## config.mk

```make
export PLATFORM = sky130hd
export DESIGN_NAME = motor_update_scheduler
export DESIGN_NICKNAME = d
export VERILOG_FILES = /design/src/rtl/motor_update_scheduler_pkg.sv /design/src/rtl/motor_update_scheduler_rr_pick.sv /design/src/rtl/motor_update_scheduler.sv
export SDC_FILE = /design/constraint.sdc
export NUM_CORES = 1
export LEC_CHECK = 0
export ABC_AREA = 1
export CORE_MARGIN = 5
export CORE_UTILIZATION = 40
export CTS_BUF_LIST = sky130_fd_sc_hd__clkbuf_8
export CTS_CLUSTER_SIZE = 25
export DETAILED_ROUTE_END_ITERATION = 8
export MAX_ROUTING_LAYER = met4
export PLACE_DENSITY = 0.65
export SLEW_MARGIN = 10
export SYNTH_ARGS = -nofsm -noshare
export SYNTH_HDL_FRONTEND = slang
export SYNTH_HIERARCHICAL = 1
export SYNTH_SLANG_ARGS = --single-unit
```

## constraint.sdc

```tcl
create_clock -name clk -period 2.3 [get_ports clk]
set_input_delay 0.23 -clock clk [delete_from_list [all_inputs] [get_ports clk]]
set_output_delay 0.23 -clock clk [all_outputs]
set_load 0.05 [all_outputs]
```

## src/rtl/motor_update_scheduler_pkg.sv

```systemverilog
// Shared types for the motor update scheduler: FSM states, frame kinds, index width.
// Pure declarations, no logic.
// Imported by the top module and its round-robin picker.
package motor_update_scheduler_pkg;

    localparam int MOTOR_IDX_W = 8;

    typedef enum logic [1:0] {
        IDLE,
        SELECT,
        ISSUE,
        WAIT
    } state_t;

    typedef enum logic {
        KIND_SP,
        KIND_MODE
    } kind_t;

endpackage

```

## src/rtl/motor_update_scheduler_rr_pick.sv

```systemverilog
// Round-robin picker: first set request bit at or after ptr, wrapping to bit 0.
// Purely combinational, zero latency.
// No flow control; the caller decides when the result is consumed.
module motor_update_scheduler_rr_pick
    import motor_update_scheduler_pkg::*;
#(
    parameter int N = 6
) (
    input  logic [N-1:0]             req_i,
    input  logic [MOTOR_IDX_W-1:0]   ptr_i,
    output logic                     found_o,
    output logic [MOTOR_IDX_W-1:0]   idx_o
);

    logic                   found_hi;
    logic [MOTOR_IDX_W-1:0] idx_hi;
    logic                   found_any;
    logic [MOTOR_IDX_W-1:0] idx_any;

    // Scan downward so the lowest qualifying index is the one left standing;
    // the "at or above ptr" hit takes priority over the wrapped hit.
    always_comb begin
        found_hi  = 1'b0;
        idx_hi    = '0;
        found_any = 1'b0;
        idx_any   = '0;
        for (int k = N - 1; k >= 0; k--) begin
            if (req_i[k]) begin
                found_any = 1'b1;
                idx_any   = MOTOR_IDX_W'(k);
                if (MOTOR_IDX_W'(k) >= ptr_i) begin
                    found_hi = 1'b1;
                    idx_hi   = MOTOR_IDX_W'(k);
                end
            end
        end
        found_o = found_any;
        idx_o   = found_hi ? idx_hi : idx_any;
    end

endmodule

```

## src/rtl/motor_update_scheduler.sv

```systemverilog
// Schedules per-motor setpoint / control-mode frames into the coms engine, round-robin.
// Dirty pulse to trigger is 3 cycles when idle; all outputs registered.
// Holds in SELECT while coms_busy, and in WAIT until coms_done or timeout.
module motor_update_scheduler
    import motor_update_scheduler_pkg::*;
#(
    parameter int NUMBER_OF_MOTORS = 6,
    parameter int TIMEOUT_CYCLES   = 50_000
) (
    input  logic                          clk,
    input  logic                          reset,
    input  logic                          enable,
    input  logic [NUMBER_OF_MOTORS-1:0]   sp_dirty_set,
    input  logic [NUMBER_OF_MOTORS-1:0]   mode_dirty_set,
    input  logic                          coms_busy,
    input  logic                          coms_done,
    output logic                          trigger_setpoint_update,
    output logic                          trigger_control_mode_update,
    output logic [7:0]                    motor_to_update,
    output logic [NUMBER_OF_MOTORS-1:0]   sp_pending,
    output logic [NUMBER_OF_MOTORS-1:0]   mode_pending,
    output logic [31:0]                   timeout_count
);

    localparam int N = NUMBER_OF_MOTORS;

    state_t                 state_q, state_d;
    kind_t                  kind_q, kind_d;
    logic [MOTOR_IDX_W-1:0] ptr_q, ptr_d;
    logic [MOTOR_IDX_W-1:0] motor_q, motor_d;
    logic                   trig_sp_q, trig_sp_d;
    logic                   trig_mode_q, trig_mode_d;
    logic [N-1:0]           sp_pend_q, sp_pend_d;
    logic [N-1:0]           mode_pend_q, mode_pend_d;
    logic [31:0]            tmo_cnt_q, tmo_cnt_d;
    logic [31:0]            tmo_total_q, tmo_total_d;

    logic [N-1:0]           req;
    logic                   pick_found;
    logic [MOTOR_IDX_W-1:0] pick_idx;
    logic [N-1:0]           pick_mask;
    logic [N-1:0]           sel_mask;
    logic [N-1:0]           sp_clr, mode_clr, sp_reset, mode_reset;
    logic [MOTOR_IDX_W-1:0] ptr_next;

    assign req = sp_pend_q | mode_pend_q;

    motor_update_scheduler_rr_pick #(
        .N (N)
    ) u_rr_pick (
        .req_i   (req),
        .ptr_i   (ptr_q),
        .found_o (pick_found),
        .idx_o   (pick_idx)
    );

    // One-hot masks for the candidate and the latched motor, avoiding
    // variable-width bit selects into the pending vectors.
    always_comb begin
        pick_mask = '0;
        sel_mask  = '0;
        for (int k = 0; k < N; k++) begin
            pick_mask[k] = (pick_idx == MOTOR_IDX_W'(k));
            sel_mask[k]  = (motor_q == MOTOR_IDX_W'(k));
        end
    end

    assign ptr_next = (motor_q == MOTOR_IDX_W'(N - 1)) ? '0 : motor_q + 1'b1;

    // Next-state, trigger generation, pending clear/re-set and counters.
    always_comb begin
        state_d     = state_q;
        kind_d      = kind_q;
        ptr_d       = ptr_q;
        motor_d     = motor_q;
        trig_sp_d   = 1'b0;
        trig_mode_d = 1'b0;
        tmo_cnt_d   = tmo_cnt_q;
        tmo_total_d = tmo_total_q;
        sp_clr      = '0;
        mode_clr    = '0;
        sp_reset    = '0;
        mode_reset  = '0;

        case (state_q)
            IDLE: begin
                if (enable && (req != '0)) begin
                    state_d = SELECT;
                end
            end
            SELECT: begin
                if (!coms_busy) begin
                    if (pick_found) begin
                        motor_d = pick_idx;
                        if ((mode_pend_q & pick_mask) != '0) begin
                            kind_d      = KIND_MODE;
                            trig_mode_d = 1'b1;
                        end else begin
                            kind_d    = KIND_SP;
                            trig_sp_d = 1'b1;
                        end
                        state_d = ISSUE;
                    end else begin
                        state_d = IDLE;
                    end
                end
            end
            ISSUE: begin
                if (kind_q == KIND_MODE) begin
                    mode_clr = sel_mask;
                end else begin
                    sp_clr = sel_mask;
                end
                tmo_cnt_d = '0;
                state_d   = WAIT;
            end
            WAIT: begin
                if (coms_done) begin
                    // A mode frame keeps the pointer on its motor while that
                    // motor's setpoint is still owed, so mode precedes setpoint.
                    if (kind_q == KIND_SP || (sp_pend_q & sel_mask) == '0) begin
                        ptr_d = ptr_next;
                    end
                    state_d = IDLE;
                end else if (tmo_cnt_q == 32'(TIMEOUT_CYCLES - 1)) begin
                    if (kind_q == KIND_MODE) begin
                        mode_reset = sel_mask;
                    end else begin
                        sp_reset = sel_mask;
                    end
                    if (tmo_total_q != '1) begin
                        tmo_total_d = tmo_total_q + 1'b1;
                    end
                    state_d = IDLE;
                end else begin
                    tmo_cnt_d = tmo_cnt_q + 1'b1;
                end
            end
            default: state_d = IDLE;
        endcase

        // Sets are applied after the clear so a coincident set keeps the bit.
        sp_pend_d   = (sp_pend_q & ~sp_clr) | sp_dirty_set | sp_reset;
        mode_pend_d = (mode_pend_q & ~mode_clr) | mode_dirty_set | mode_reset;
    end

    // State and datapath registers with synchronous reset.
    always_ff @(posedge clk) begin
        if (reset) begin
            state_q     <= IDLE;
            kind_q      <= KIND_SP;
            ptr_q       <= '0;
            motor_q     <= '0;
            trig_sp_q   <= 1'b0;
            trig_mode_q <= 1'b0;
            sp_pend_q   <= '0;
            mode_pend_q <= '0;
            tmo_cnt_q   <= '0;
            tmo_total_q <= '0;
        end else begin
            state_q     <= state_d;
            kind_q      <= kind_d;
            ptr_q       <= ptr_d;
            motor_q     <= motor_d;
            trig_sp_q   <= trig_sp_d;
            trig_mode_q <= trig_mode_d;
            sp_pend_q   <= sp_pend_d;
            mode_pend_q <= mode_pend_d;
            tmo_cnt_q   <= tmo_cnt_d;
            tmo_total_q <= tmo_total_d;
        end
    end

    assign trigger_setpoint_update     = trig_sp_q;
    assign trigger_control_mode_update = trig_mode_q;
    assign motor_to_update             = motor_q;
    assign sp_pending                  = sp_pend_q;
    assign mode_pending                = mode_pend_q;
    assign timeout_count               = tmo_total_q;

endmodule

```

Word level (Yosys, flattened, before mapping). Index checks and enable logic that the tools add are counted.

Output and inout port bits: 54. Word-level logic and storage cells: 129. Flip-flop bits (word level): 97.

Bitwise logic cells: 16. Add/sub/neg operators: 3. Mux-type cells: 59. Equal/unequal tests: 20. Reduce and logical (&&, ||, !) cells: 15. Order comparisons: 6.

Operator list (number): two-way mux 8 bit (13); adder 32 x 1 -> 32 bit (second input constant) (2); two-way mux 32 bit (2); case mux 32 bit (2 select lines) (1); two-way mux 6 bit (10); == test 32 x 16 -> 1 bit (second input constant) (1); == test 8 x 2 -> 1 bit (second input constant) (4); == test 8 x 3 -> 1 bit (second input constant) (4); != test 32 bit (second input constant) (1); OR 6 bit (5); bitwise AND 6 bit (4); two-way mux 3 bit (7); two-way mux 1 bit (20); == test 8 x 1 -> 1 bit (second input constant) (2); >= comparator 1 x 8 -> 1 bit (first input constant) (2); >= comparator 2 x 8 -> 1 bit (first input constant) (2); >= comparator 3 x 8 -> 1 bit (first input constant) (2); zero test 8 bit (2); inverter 6 bit (2); AND reduction 3 bit (4); nonzero test 6 bit (2); two-way mux 2 bit (5); adder 8 x 1 -> 8 bit (second input constant) (1); != test 2 bit (second input constant) (4); other kinds (12) (17).

Logic depth before layout (Yosys ltp).
Word-level depth: 18. Depth in mapped cells: 17.

Modules after synthesis. The synthesis kept the hierarchy.

By module, submodules not included: motor_update_scheduler (times used 1, cells an instance 1003, area each 6154.7 um2); motor_update_scheduler_rr_pick (times used 1, cells an instance 63, area each 331.6 um2).

Worst setup path after synthesis. OpenSTA, ideal clock, no wires.

Path type: reg-to-reg. Start point: register tmo_total_q[0], in the netlist timeout_count[0]. End point: register tmo_total_q[14], in the netlist timeout_count[14]. Path buffers: 1. Required time: 2.230 ns. Data arrival time: 2.082 ns. Cell stages (with the launch flop): 11. Slack: 0.148 ns. Library setup time: 0.070 ns. Path through: dfxtp_1 -> ha_1 -> nand3_2 -> inv_2 -> nand2_2 -> nor2_2 -> nand2_1 -> nand2_4 -> clkbuf_2 -> o21ai_0 -> a21oi_1.

Word-level cells in the longest chain between the ends: 2. Elaborated cells on any way between the ends: 3.

Ends and longest elaborated chain: from (decl) (line motor_update_scheduler.sv:36) `logic [31:0] tmo_total_q, tmo_total_d;`; from (signal assigned) (line motor_update_scheduler.sv:170) `tmo_total_q <= tmo_total_d;`; branches (longest 2 deep; another with adder 32 x 1 -> 32 bit).

Parallel ways; which one is timed is not known. A chain may end at the register's enable or synchronous reset.

Worst setup path after layout.
Start point: register mode_pend_q[0], in the netlist mode_pending[0]. End point: register kind_q.

Word-level cells in the longest chain between the ends: 7. Elaborated cells on any way between the ends: 16.

Ends and longest elaborated chain: from (decl) (line motor_update_scheduler.sv:34) `logic [N-1:0] mode_pend_q, mode_pend_d;`; from (signal assigned) (line motor_update_scheduler.sv:168) `mode_pend_q <= mode_pend_d;`; OR 6 bit (*) (line motor_update_scheduler.sv:46) `assign req = sp_pend_q | mode_pend_q;`; via req[0] (line motor_update_scheduler.sv:38) `logic [N-1:0] req;`; two-way mux 3 bit (tied with other cells) (line motor_update_scheduler_rr_pick.sv:28) `if (req_i[k]) begin`; two-way mux 8 bit (*) (line motor_update_scheduler_rr_pick.sv:38) `idx_o = found_hi ? idx_hi : idx_any;`; via pick_idx[0] (line motor_update_scheduler.sv:40) `logic [MOTOR_IDX_W-1:0] pick_idx;`; == test 8 x 1 -> 1 bit (tied with other cells) (line motor_update_scheduler.sv:63) `pick_mask[k] = (pick_idx == MOTOR_IDX_W'(k));`; bitwise AND 6 bit (*) (line motor_update_scheduler.sv:95) `if ((mode_pend_q & pick_mask) != '0) begin`; nonzero test 6 bit (*) (line motor_update_scheduler.sv:95); two-way mux 1 bit (*) (line motor_update_scheduler.sv:95); to (signal assigned) (line motor_update_scheduler.sv:162) `kind_q <= kind_d;`; to (decl) (line motor_update_scheduler.sv:28) `kind_t kind_q, kind_d;`.

The timed path passes the listed nets; every way through them passes the cells marked *.

==> key figures <==
Run status
  • Status: completed

Timing
  • Final hold vios: 0
  • Hold Slack: 329 ps
  • RSZ-0062 raised after global routing: no
  • Slew Viols, Final: 0
  • Min Tclk post-route: about 2100 ps
  • Final TNS setup: 0 ps
  • Clk_skew: 13.2 ps
  • Fmax: between 0.4 and 0.5 GHz
  • Slew HR: 49.2%
  • Final Cycle Share: 91.7%
  • Setup Viol. Count Final: 0
  • Worst-Margin Slew: 762 ps

Clock tree
  • Post-cts sizing count: 0
  • CTS H-tree lvls: 3
  • CTS tree: done
  • CTS max path bufs: 2
  • Clock Sinks: 97
  • Register clock-pin slew on the reported worst setup and hold paths: 100 ps
  • Clock Latency Late Sink: around 380 ps
  • Post-CTS setup buffer count: 0
  • CTS buffer count: 9
  • Root cell of the clock tree: clkbuf_8
  • Hold buffers post-CTS: 0

Global routing
  • GRT Util Overall: between 20% and 30%
  • GRT Residual Overflow: 0
  • Global-route wire length before repair: approximately 30000 um
  • Initial antenna violation count: 0
  • Vias in the first global route: 6188
  • Pin count of the biggest net entering global routing: 69

Synth
  • Cell count after synthesis: 1066
  • Post-synthesis register bit count: between 90 and 100
  • Synth area leaders: dfxtp_1, nand2_1, nor2_1
  • Top-area cell type share of the netlist area: 29.9%
  • Synthesized area per cell: 6.08 sq um
  • Register area share after synthesis: 29.9%
  • Post-Syn Area: about 6500 sq um
  • Number of enable flip-flop cells after synthesis: 0
  • Synth area leader: dfxtp_1
  • Synth unique cells: 39
  • Post-synth top cells: nand2_1, nor2_1, a21oi_1
  • Yosys warns: 6
  • Ys async rst share: 0%
  • Top_reg_cell synth: dfxtp_1
  • Top-count cell post-synth: nand2_1

Layout
  • Util after Layout: 47.7%
  • Non-Filler Instances: between 1000 and 1500
  • ANT cells: 0
  • Synthesis-to-layout area growth: 16.9%
  • Final nets: ~1200
  • Fillers: 1729
  • Layout cells sized above 1: 6.97%

Power and ir drop
  • Leak: ~0.0028 uW
  • Max rail drop VDD: 0.000222 V
  • Power Density: 431 nW/um^2
  • Clk pwr share: 34.4%
  • Switching Share: 28.6%
  • Net Switching: 932 uW
  • Internal power: 2330 uW
  • Comb power frac: 12.8%
  • Sequential share of power: 52.9%

Placed design
  • DP HPWL: 14100 um
  • Number of I/O port buffers: 70
  • GPL Wtd Cong: between 0.9 and 1
  • Number of instances in the placed design: 1335

Flow run
  • # Max-Cap Violations: 0

Worst setup path
  • Worst setup SP type: flip-flop
  • Slowest CP cell: dfxtp_1
  • Kind of critical path: flip-flop to flip-flop
  • Worst-path cell chain: or2_2 -> inv_1 -> nor2_2 -> o21ai_2 -> nand2_2 -> nor2_4 -> nor2_2 -> nand2_1 -> nand2_1 -> inv_1 -> nand3_1 -> nand3_1 -> nand4_1 -> inv_1 -> nand2_1 -> o22ai_1
  • Worst Path Max Fanout: 5
  • CP top delay family: simple AND/OR/NAND/NOR gates
  • Buf/Inv on CP: 3
  • Slowest stage delay, CP: 350 ps
  • Crit path capture type: flip-flop
  • Arr. time, crit path: 2420 ps
  • Critical path required time: 2610 ps

Detailed routing
  • DRT Pass-1 Iters: 5
  • Vias: 6870
  • Drt total wl: 18800 um
  • DRC errors left: 0
  • WL per Instance: 14.0 um
  • Remaining antenna violation count after routing: 0
  • Via density: 5.09
  • Initial DRC Count: 491

Die
  • Die ar.: roughly 19000 sq um
  • Core area: around 16000 sq um
  • I/O pin count: 71
  • Die Wd: 137 um
  • Initial Util: between 40% and 50%
  • Row Count: 46
  • Die Height: between 100 and 150 um

Min path
  • Worst Hold Class: primary input to flip-flop
==> state kept, by name, summed over array words and instances (netlist names), named ones only <==
name,count
timeout_count,32
sp_pending,6
mode_pending,6
tmo_cnt_q,32
motor_to_update,8
state_q,1
trigger_setpoint_update,1
trigger_control_mode_update,1
kind_q,1
ptr_q,8
==> routing by layer <==
layer | GRT usage (%) | routed length (um) | part of all wire [%] | vias to the layer above
met5 | - | 0 | 0 | -
met4 | 4.32 | 238 | 1.3 | 0
met3 | 3.98 | 1120 | 6.0 | 20
met2 | 33.3 | 8640 | 46 | 184
met1 | 27.2 | 8820 | 47 | 3114
li1 | - | - | - | 3552
==> cells by family after synthesis <==
logic type,Yosys count,share of synthesized area (%)
other,1,0.0578
adder cells (fa/ha/maj),6,1.16
AND/OR/NAND/NOR,639,43.3
XOR/XNOR,25,3.38
buffers and inverters,137,9.41
AO/OA/AOI/OAI,161,12.8
flip-flops,97,29.9
==> worst paths after layout <==
kind / slack (ps) / start / end / cells past startpoint
max: 190 / mode_pending[0] / kind_q / 16
min: 330 / reset / ptr_q[5] / 4
max reg2reg: 190 / mode_pending[0] / kind_q / 16
min reg2reg: 490 / tmo_cnt_q[0] / tmo_cnt_q[0] / 1
==> final cells by class <==
class                   count  area, sq um  area share, %
multi-input cells         836         3950           52.1
flip-flops and latches     97         1940           25.6
repair buffers             88          868           11.5
inverters                  98          369           4.87
well taps                 216          270           3.56
clock buffers               9          124           1.63
clock inverters             5         58.8          0.776
==> through the flow <==
| step | setup WS, ps | power (uW) | area (sq um) |
|---|---|---|---|
| global route | 7.99 | 3420 | 7580 |
| floorplan | 148 | 2050 | 6500 |
| finish | 191 | 3260 | 7580 |
| CTS | 219 | 3310 | 7580 |
| detailed placement | 252 | 2180 | 7400 |
| global placement | 305 | 2180 | 7400 |
==> cells in the final DEF (no fill, tap or decap), types with 2 or more instances in the layout <==
master and n:
clkdlybuf4s50_1 69, nor3_1 21, nand3_1 96, o21ai_1 13, nor2_1 155, dfxtp_1 97, inv_1 93, nand2_2 9
o22ai_1 4, ha_1 6, nor3_4 2, or2_2 6, clkinv_2 2, clkbuf_8 9, o2111ai_1 2, nor2_2 9
inv_2 4, buf_12 3, buf_4 15, nand3b_1 7, clkinvlp_4 2, xor2_1 21, nand3_2 2, nor2_4 3
o21ai_0 38, xnor2_1 4, conb_1 5, nand2_4 4, nand4_1 11, o21ai_2 2, nand2_1 308, a21oi_1 101
==> tightest hold or removal path: cells and delay by family <==
kind	cells	cell delay [ps]
simple gates	2	160
buf+inv	2	270
==> power by group through the flow <==
stage	logic, uW	clock network, uW	registers (uW)
4_1_cts	418	1160	1730
5_1_grt	456	1240	1730
6_report	417	1120	1730
3_3_place_gp	417	0	1760
2_1_floorplan	228	0	1820
3_5_place_dp	416	0	1760
Note: power is estimated with default switching activity, not from simulation.
